<file path="config.mk">
export PLATFORM = sky130hd
export DESIGN_NAME = pixel_scanner
export DESIGN_NICKNAME = d
export VERILOG_FILES = /design/src/rtl/vector_pkg.sv /design/src/rtl/credit_counter.sv /design/src/rtl/pixel_scanner.sv
export VERILOG_INCLUDE_DIRS = /design/src /design/src/rtl
export SDC_FILE = /design/constraint.sdc
export NUM_CORES = 1
export LEC_CHECK = 0
export BUFFER_PORTS_ARGS = -buffer_cell sky130_fd_sc_hd__buf_2
export CAP_MARGIN = 30
export CORE_MARGIN = 2
export CORE_UTILIZATION = 35
export DETAILED_ROUTE_END_ITERATION = 7
export GPL_ROUTABILITY_DRIVEN = 1
export SYNTH_ARGS = -nofsm -noshare
export SYNTH_HDL_FRONTEND = slang
export SYNTH_SLANG_ARGS = --single-unit
</file>
<file path="constraint.sdc">
create_clock -name clk -period 6.5 [get_ports clk]
set_input_delay 1.3 -clock clk [delete_from_list [all_inputs] [get_ports clk]]
set_output_delay 1.3 -clock clk [all_outputs]
set_load 0.05 [all_outputs]
</file>
<file path="src/rtl/common_defs.svh">
// Shared screen geometry for the rendering pipeline.
//   SCREEN_WIDTH  : pixels per line
//   SCREEN_HEIGHT : lines per frame
`ifndef COMMON_DEFS_SVH
`define COMMON_DEFS_SVH

`define SCREEN_WIDTH  640
`define SCREEN_HEIGHT 480

`endif

</file>
<file path="src/rtl/vector_pkg.sv">
// Shared vector/fixed-point types for the rendering pipeline, plus the
// scan-state encoding used by the frame controller.
//   fp           : 32-bit signed fixed-point container
//   FRAC_BITS    : fractional bits in fp
//   scan_state_t : IDLE / SCAN / DRAIN
package vector_pkg;

  localparam int FRAC_BITS = 16;

  typedef logic signed [31:0] fp;

  typedef enum logic [1:0] {
    IDLE  = 2'd0,
    SCAN  = 2'd1,
    DRAIN = 2'd2
  } scan_state_t;

endpackage

</file>
<file path="src/rtl/credit_counter.sv">
// Outstanding-item counter for credit-based flow control.
// Ports:
//   clk, rst       : clock, asynchronous active-low reset
//   inc            : one item issued this cycle
//   dec            : one item completed this cycle
//   count          : registered outstanding count (0..MAX)
//   full           : count has reached MAX
//   underflow_err  : sticky, dec arrived while nothing was outstanding
module credit_counter #(
  parameter int MAX = 16
) (
  input  logic       clk,
  input  logic       rst,
  input  logic       inc,
  input  logic       dec,
  output logic [7:0] count,
  output logic       full,
  output logic       underflow_err
);

  localparam logic [7:0] MAX_C = 8'(MAX);

  logic [7:0] count_r;
  logic       err_r;

  // Count issues minus completions; a stray completion at zero flags an error.
  always_ff @(posedge clk or negedge rst) begin
    if (!rst) begin
      count_r <= 8'd0;
      err_r   <= 1'b0;
    end else begin
      if (inc && !dec) begin
        count_r <= count_r + 8'd1;
      end else if (dec && !inc) begin
        if (count_r == 8'd0) begin
          err_r <= 1'b1;
        end else begin
          count_r <= count_r - 8'd1;
        end
      end else begin
        count_r <= count_r;
      end
    end
  end

  assign count         = count_r;
  assign full          = (count_r >= MAX_C);
  assign underflow_err = err_r;

endmodule

</file>
<file path="src/rtl/pixel_scanner.sv">
// Raster-order pixel coordinate generator feeding ray_generator.
// Flow control is credit based: a pixel is issued only while fewer than
// MAX_INFLIGHT pixels are outstanding; each pixel_done returns one credit.
// Ports:
//   clk, rst      : clock, asynchronous active-low reset
//   start         : pulse, begins a frame when idle
//   continuous    : sampled with start, 1 = back-to-back frames
//   stop          : pulse, finish current frame then go idle
//   pixel_done    : one pulse per pixel completed downstream
//   screen_x/y    : integer pixel coordinates in an fp container
//   coords_valid  : one-cycle strobe per issued pixel
//   sof / eol     : first pixel of frame / last pixel of line
//   busy          : controller not idle
//   frame_done    : one-cycle pulse when a frame has fully drained
//   frame_count   : completed frames, wrapping
//   credit_err    : sticky, pixel_done with nothing outstanding
`include "common_defs.svh"

module pixel_scanner
  import vector_pkg::*;
#(
  parameter int SCREEN_WIDTH  = `SCREEN_WIDTH,
  parameter int SCREEN_HEIGHT = `SCREEN_HEIGHT,
  parameter int MAX_INFLIGHT  = 16
) (
  input  logic        clk,
  input  logic        rst,
  input  logic        start,
  input  logic        continuous,
  input  logic        stop,
  input  logic        pixel_done,
  output logic [31:0] screen_x,
  output logic [31:0] screen_y,
  output logic        coords_valid,
  output logic        sof,
  output logic        eol,
  output logic        busy,
  output logic        frame_done,
  output logic [15:0] frame_count,
  output logic        credit_err
);

  localparam fp X_LAST = fp'(SCREEN_WIDTH - 1);
  localparam fp Y_LAST = fp'(SCREEN_HEIGHT - 1);

  scan_state_t state_r, state_nxt_s;

  fp           x_r, y_r;
  logic        cont_r;
  logic        stop_pending_r;

  fp           screen_x_r, screen_y_r;
  logic        coords_valid_r, sof_r, eol_r, busy_r, frame_done_r;
  logic [15:0] frame_count_r;

  logic        issue_s, last_pix_s, stop_eff_s;
  logic        start_frame_s, restart_s, frame_end_s;
  logic [7:0]  inflight_s;
  logic        full_s, cerr_s;

  credit_counter #(
    .MAX (MAX_INFLIGHT)
  ) u_credit (
    .clk           (clk),
    .rst           (rst),
    .inc           (issue_s),
    .dec           (pixel_done),
    .count         (inflight_s),
    .full          (full_s),
    .underflow_err (cerr_s)
  );

  assign issue_s    = (state_r == SCAN) && !full_s;
  assign last_pix_s = (x_r == X_LAST) && (y_r == Y_LAST);
  // A stop arriving in the very cycle the frame drains still prevents a restart.
  assign stop_eff_s = stop_pending_r | stop;

  // State register.
  always_ff @(posedge clk or negedge rst) begin
    if (!rst) begin
      state_r <= IDLE;
    end else begin
      state_r <= state_nxt_s;
    end
  end

  // Next-state logic and frame control strobes.
  always_comb begin
    state_nxt_s   = state_r;
    start_frame_s = 1'b0;
    restart_s     = 1'b0;
    frame_end_s   = 1'b0;
    case (state_r)
      IDLE: begin
        if (start) begin
          state_nxt_s   = SCAN;
          start_frame_s = 1'b1;
        end else begin
          state_nxt_s = IDLE;
        end
      end
      SCAN: begin
        if (issue_s && last_pix_s) begin
          state_nxt_s = DRAIN;
        end else begin
          state_nxt_s = SCAN;
        end
      end
      DRAIN: begin
        if (inflight_s == 8'd0) begin
          frame_end_s = 1'b1;
          if (cont_r && !stop_eff_s) begin
            state_nxt_s = SCAN;
            restart_s   = 1'b1;
          end else begin
            state_nxt_s = IDLE;
          end
        end else begin
          state_nxt_s = DRAIN;
        end
      end
      default: begin
        state_nxt_s = IDLE;
      end
    endcase
  end

  // Mode latches: continuous flag captured at start, stop remembered until frame end.
  always_ff @(posedge clk or negedge rst) begin
    if (!rst) begin
      cont_r         <= 1'b0;
      stop_pending_r <= 1'b0;
    end else if (start_frame_s) begin
      cont_r         <= continuous;
      stop_pending_r <= 1'b0;
    end else if ((state_r != IDLE) && stop) begin
      stop_pending_r <= 1'b1;
    end else begin
      stop_pending_r <= stop_pending_r;
    end
  end

  // Raster position: advances once per issued pixel, wrapping at line/frame end.
  always_ff @(posedge clk or negedge rst) begin
    if (!rst) begin
      x_r <= '0;
      y_r <= '0;
    end else if (start_frame_s || restart_s) begin
      x_r <= '0;
      y_r <= '0;
    end else if (issue_s) begin
      if (x_r == X_LAST) begin
        x_r <= '0;
        y_r <= (y_r == Y_LAST) ? '0 : (y_r + 32'sd1);
      end else begin
        x_r <= x_r + 32'sd1;
      end
    end else begin
      x_r <= x_r;
    end
  end

  // Registered pixel output; coordinates hold between strobes.
  always_ff @(posedge clk or negedge rst) begin
    if (!rst) begin
      screen_x_r     <= '0;
      screen_y_r     <= '0;
      coords_valid_r <= 1'b0;
      sof_r          <= 1'b0;
      eol_r          <= 1'b0;
    end else begin
      coords_valid_r <= issue_s;
      sof_r          <= issue_s && (x_r == '0) && (y_r == '0);
      eol_r          <= issue_s && (x_r == X_LAST);
      if (issue_s) begin
        screen_x_r <= x_r;
        screen_y_r <= y_r;
      end else begin
        screen_x_r <= screen_x_r;
        screen_y_r <= screen_y_r;
      end
    end
  end

  // Registered status: busy tracks the next state so it equals state != IDLE.
  always_ff @(posedge clk or negedge rst) begin
    if (!rst) begin
      busy_r        <= 1'b0;
      frame_done_r  <= 1'b0;
      frame_count_r <= 16'd0;
    end else begin
      busy_r       <= (state_nxt_s != IDLE);
      frame_done_r <= frame_end_s;
      if (frame_end_s) begin
        frame_count_r <= frame_count_r + 16'd1;
      end else begin
        frame_count_r <= frame_count_r;
      end
    end
  end

  assign screen_x     = screen_x_r;
  assign screen_y     = screen_y_r;
  assign coords_valid = coords_valid_r;
  assign sof          = sof_r;
  assign eol          = eol_r;
  assign busy         = busy_r;
  assign frame_done   = frame_done_r;
  assign frame_count  = frame_count_r;
  assign credit_err   = cerr_s;

endmodule

</file>
=== After elaboration in Yosys (flattened, before gate mapping) ===
Index checks and enable logic that the tools add are counted.

* Register bits after elaboration: 162
* Input bits: 6
* Output and inout port bits: 86
* Logic and storage cells: 80

* Add/sub/neg operators: 5
* Order comparisons: 1
* Eq/ne operators: 5
* Mux-type cells: 24
* Bitwise operators: 2
* Reduce and logical (&&, ||, !) cells: 28

{| class="wikitable"
|+ Operators by type and width
! kind !! number
|-
| $mux W32 || 7
|-
| $logic_not A32 Y1 || 2
|-
| $add A32 B1 Y32 const B || 1
|-
| $add A32 B2 Y32 const B || 1
|-
| $eq A32 B10 Y1 const B || 1
|-
| $eq A32 B11 Y1 const B || 1
|-
| $mux W8 || 3
|-
| $add A16 B1 Y16 const B || 1
|-
| $reduce_bool A2 Y1 || 6
|-
| $mux W1 || 11
|-
| $logic_and A1 B1 Y1 || 10
|-
| $add A8 B1 Y8 const B || 1
|-
| $ge A8 B5 Y1 const B || 1
|-
| $logic_not A8 Y1 || 1
|-
| $sub A8 B1 Y8 const B || 1
|-
| $pmux W2 S3 || 1
|-
| $logic_not A1 Y1 || 4
|-
| $mux W2 || 2
|-
| $reduce_and A2 Y1 || 2
|-
| $reduce_and A3 Y1 || 1
|-
| $eq A2 B1 Y1 const B || 1
|-
| $eq A2 B2 Y1 const B || 1
|-
| $logic_not A2 Y1 || 1
|-
| $ne A2 B1 Y1 const B || 1
|-
| 3 further kinds || 3
|}

=== Depth between registers and ports, before layout ===
* Depth after elaboration: 9
* Gate-level depth with buffers: 13
* Mapped depth without buffers: 12

=== Cells and area by module ===
From an unflattened synthesis, not the netlist that was laid out.

* Cells, all modules: 891
* Area total of the unflattened synthesis: 8157.8 µm²

{| class="wikitable"
|+ By module, submodules not included
! module !! instances !! cells each !! area each (µm²) !! seq. area each (µm²)
|-
| pixel_scanner || 1 || 826 || 7504.7 || 3828.7
|-
| credit_counter || 1 || 65 || 653.1 || 225.2
|}

=== Least setup slack after synthesis ===
No wires, ideal clock.

* Path type: register to register
* Start: reg u_credit.count_r[4] (netlist: u_credit.count[4])
* End: reg u_credit.count_r[7] (netlist: u_credit.count[7])
* Setup time: 125 ps
* Arrival time: 3069 ps
* Data required time: 6375 ps
* Setup slack: 3305 ps
* Cell stages (with the launch flop): 14
* Path buffers: 1
* Clock period less this slack: 3195 ps
* Cells stage by stage: dfrtp_1 nor4_4 nand3b_4 clkinv_1 clkbuf_1 ha_1 inv_1 ha_1 a21oi_1 o211ai_1 o41ai_1 xnor2_1 nor2_1 xor2_1

* Longest elaborated chain between the ends: 7
* Elaborated cells on any way between the ends: 15
* Classes of those cells: add/sub: 2; order compare: 1; eq/ne: 1; mux: 3; reduce/logical: 8

{| class="wikitable"
|+ RTL lines
! item !! RTL line !! text
|-
| from (decl) || credit_counter.sv:23 || <nowiki>logic [7:0] count_r;</nowiki>
|-
| from (signal assigned) || credit_counter.sv:33 || <nowiki>count_r <= count_r + 8'd1;</nowiki>
|-
| from (signal assigned) || credit_counter.sv:38 || <nowiki>count_r <= count_r - 8'd1;</nowiki>
|-
| from (signal assigned) || credit_counter.sv:41 || <nowiki>count_r <= count_r;</nowiki>
|-
| $ge A8 B5 Y1 (*) || credit_counter.sv:47 || <nowiki>assign full = (count_r >= MAX_C);</nowiki>
|-
| $logic_not A1 Y1 (*) || pixel_scanner.sv:73 || <nowiki>assign issue_s = (state_r == SCAN) && !full_s;</nowiki>
|-
| $logic_and A1 B1 Y1 (*) || pixel_scanner.sv:73 ||
|-
| named net issue_s || pixel_scanner.sv:56 || <nowiki>logic issue_s, last_pix_s, stop_eff_s;</nowiki>
|-
| $logic_not A1 Y1 || credit_counter.sv:34 || <nowiki>end else if (dec && !inc) begin</nowiki>
|-
| $logic_and A1 B1 Y1 || credit_counter.sv:34 ||
|-
| $reduce_bool A2 Y1 (no source line) || -- ||
|-
| $reduce_and A2 Y1 (no source line) || -- ||
|}

The timed path passes the listed nets; every way through them passes the cells marked *. The select of a mux whose other input is x is not followed.
A chain may end at the register's enable or synchronous reset.

=== Final worst setup path ===
* Start: reg state_r[1]
* End: reg u_credit.count_r[7] (netlist: u_credit.count[7])

* Longest elaborated chain between the ends: 6
* Elaborated cells on any way between the ends: 9
* Classes of those cells: eq/ne: 2; mux: 1; reduce/logical: 6

{| class="wikitable"
|+ RTL lines
! item !! RTL line !! text
|-
| from (decl) || pixel_scanner.sv:46 || <nowiki>scan_state_t state_r, state_nxt_s;</nowiki>
|-
| from (signal assigned) || pixel_scanner.sv:83 || <nowiki>state_r <= state_nxt_s;</nowiki>
|-
| $eq A2 B1 Y1 (*) || pixel_scanner.sv:73 ||
|-
| $logic_and A1 B1 Y1 (*) || pixel_scanner.sv:73 ||
|-
| $logic_not A1 Y1 || credit_counter.sv:34 ||
|-
| $logic_and A1 B1 Y1 || credit_counter.sv:34 ||
|-
| $reduce_bool A2 Y1 (no source line) || -- ||
|-
| $reduce_and A2 Y1 (no source line) || -- ||
|}

Every way passes the cells marked *; elsewhere a longest branch is shown, timed or not.

==> impl_metrics.ini <==
[final_layout]
final_cell_mix = nand2_1, dfrtp_1, buf_2, nor2_1, o21ai_0
drive_gt1_share_pct = 15.8
fin_nets = 914
diodes = 0
final_common_cell = nand2_1
syn_to_final_growth_pct = 17.8
final_area_sq_mm = 0.00892
fillCellCount = 2067

[routing]
dr.first_iter.drc_count = 371
firstDrtPassIters = 4
wl_per_cell_um = 15.1
drc = 0
final_antenna_net_count = 0
viasPerCell = 5.04
wirelength_um = 17900
vias = 5963

[critical_path]
setup.worst_path.start_class = register
crit_buf_inv = 2
reg2reg_to = u_credit.count[7]
cp_common_cell = ha_1
critPathTopFamily = buffers and inverters
critPathMaxFanout = 33
cp.required_ns = 6.82
worstPathCellList = nand3b_4 -> clkinv_1 -> ha_1 -> inv_1 -> ha_1 -> a21oi_1 -> o211ai_1 -> o41ai_1 -> xnor2_1 -> nor2_1 -> xor2_1
crit_arrival_ns = 3.97
cpPeakStageDelay_ns = 0.69
reg2regPathDepth = 11
critPathKind = reg2reg
cp_num_cells = 11
cp-end-kind = register
r2r_start = state_r[1]
slowest_stage = clkinv_1
reg2reg_setup_slack_ns = 2.84

[logic_synthesis]
synth_edf_count = 0
synthSimpleGateAreaFrac_pct = 28.0
synth-xor-area-share_pct = 7.63
synth.top_cell.area_share_pct = 53.5
yosys_warnings = 0
synth_flop_cell = dfrtp_1
muxShareOfSynthArea_pct = 0.297
yosys.area_share.adder_pct = 2.41
synth.distinct_cells = 47
synth_top_family_by_area = simple AND/OR/NAND/NOR gates
synth-seq-cells = 162
synth_compound_area_share_pct = 6.08
synth.top_cells.by_area = dfrtp_1, nand2_1, xnor2_1, xor2_1, nor2_1
async_flop_share_pct = 100
synth_cells = 809
synth.avg_cell_area_sq_um = 9.37
seq_area_frac_synth_pct = 53.5
syn_area_sq_mm = 0.00758
synth_top_cell_by_area = dfrtp_1
syn-num-nets = 829

[sta]
setup_violations = 0
fin_crit_sh_pct = 56.2
holdWs_ns = 0.466
drv_slew = 0
finalCriticalPeriod_ns = 3.66
rsz0062_at_grt = false
max_slew_margin_pct = 34.7
fin_ws_ns = 2.84
hold_violations = 0
fin_skew_ns = 0.00884
fmax_mhz = 274
setup_tns_ns = 0
tightestPinTransition_ns = 0.978

[worst_hold_path]
worstHoldStart = frame_count[15]
holdCritPathClass = reg2reg
holdPathEnd = frame_count[15]
min_path_cells = 1

[floorplan]
rows = 53
coreArea_sq_mm = 0.0212
die_x_um = 151
die_area_sq_mm = 0.0228
die_h_um = 151
pin_count = 92
start_util_pct = 35.8

[status]
outcome = finished clean

[place]
globalplace.congestion = 0.827
dp_hpwl_um = 12000
post-place-ws_ns = 2.72
portBuffers = 91
placed_area_sq_mm = 0.00833

[clock_network]
cts.sink_count = 162
hold_buffers = 0
htreeDepth = 4
path_clk_slew_ns = 0.07
clk_latency_ns = 0.43
cts_setup_buffers = 0
ctsLongestPathBuffers = 2
cts_inserted_buffers = 17
cts_tree = done
root_buffer = clkbuf_16
ctsResizeCount = 0

[power]
p_per_area_mw_per_mm2 = 357
p_leak_nw = 4.43
swShare_pct = 38.1
p_int_mw = 1.97
power.share.combinational_pct = 29.1
power_frac_seq_pct = 39.1
clkPwrFrac_pct = 31.7
netSwitchingPower_mw = 1.22
p_total_mw = 3.19
ir_worst_vdd_uv = 190

[grt]
grt_overflow = 0
grt_pass1_vias = 5796
grt_max_degree = 98
grt_pass1_wl_um = 30200
grt_usage_pct = 16.8
antenna_found_initial = 0

[flow_run]
max-cap-violations = 0
==> cells by family after synthesis <==
kind of cell / after synthesis
AND/OR/NAND/NOR: 446
flip-flops: 162
AO/OA/AOI/OAI: 78
XOR/XNOR: 66
buffers and inverters: 41
adder cells (fa/ha/maj): 14
multiplexers: 2
==> metrics by stage <==
| stage | instances | utilization (%) |
|---|---|---|
| 2_1_floorplan | 809 | - |
| 3_3_place_gp | 1147 | 39.2 |
| 3_5_place_dp | 1150 | 39.4 |
| 4_1_cts | 1182 | 42.2 |
| 5_1_grt | 1182 | 42.2 |
| 6_report | 1182 | 42.2 |
==> registers in the layout, indices dropped and copies added, names as in the netlist, 2 cells and up <==
signal          flops
y_r                32
u_credit.count      8
frame_count        16
screen_y           32
x_r                32
state_r             2
screen_x           32
==> worst register-to-register path, delay by kind of cell (launching register included) <==
kind                     cells  cell delay (ns)
AO/OA/AOI/OAI                3             0.73
XOR/XNOR                     2             0.30
adder cells (fa/ha/maj)      2             0.83
buffers and inverters        2             0.92
flip-flops                   1             0.50
AND/OR/NAND/NOR              2             0.27
==> metal layers <==
layer | GRT usage, % | share of wire [%]
met4 | 4.49 | 0.96
met2 | 26.4 | 46
met1 | 23.3 | 49
met3 | 3.92 | 4.2
met5 | 0 | 0
==> final cells by class <==
cell class	instances	area [sq um]	share of cell area [%]
Timing Repair Buffer	97	532	5.96
Multi-Input combinational cell	606	3370	37.7
Inverter	10	37.5	0.421
Clock buffer	18	439	4.92
Sequential cell	162	4050	45.4
Clock inverter	14	153	1.71
Tap cell	275	344	3.86
==> power by group through the flow <==
stage          logic (mW)  clock network (mW)  registers (mW)
2_1_floorplan       0.467                   0            1.48
3_3_place_gp        0.913                   0            1.26
3_5_place_dp        0.940                   0            1.26
4_1_cts             0.944                1.04            1.25
5_1_grt              1.03                1.08            1.27
6_report            0.929                1.01            1.25
==> cell usage after synthesis (9+ instances only) <==
| library cell | n |
|---|---|
| a21oi_1 | 20 |
| and3_1 | 14 |
| clkbuf_1 | 23 |
| dfrtp_1 | 162 |
| ha_1 | 13 |
| inv_1 | 9 |
| nand2_1 | 233 |
| nand3_1 | 26 |
| nand4_1 | 21 |
| nor2_1 | 67 |
| nor3_1 | 16 |
| nor4_1 | 19 |
| o21ai_0 | 36 |
| xnor2_1 | 34 |
| xor2_1 | 32 |
==> how the worst max path moves through the flow <==
stage	from	to	slack [ns]
after floorplan	u_credit.count[4]	u_credit.count[7]	3.31
after global placement	start	x_r[18]	2.57
after detailed placement	start	x_r[18]	2.72
after CTS	state_r[1]	u_credit.count[7]	2.73
after global routing	state_r[1]	u_credit.count[7]	2.45
final	state_r[1]	u_credit.count[7]	2.84
Power figures use the tool's default switching activity.
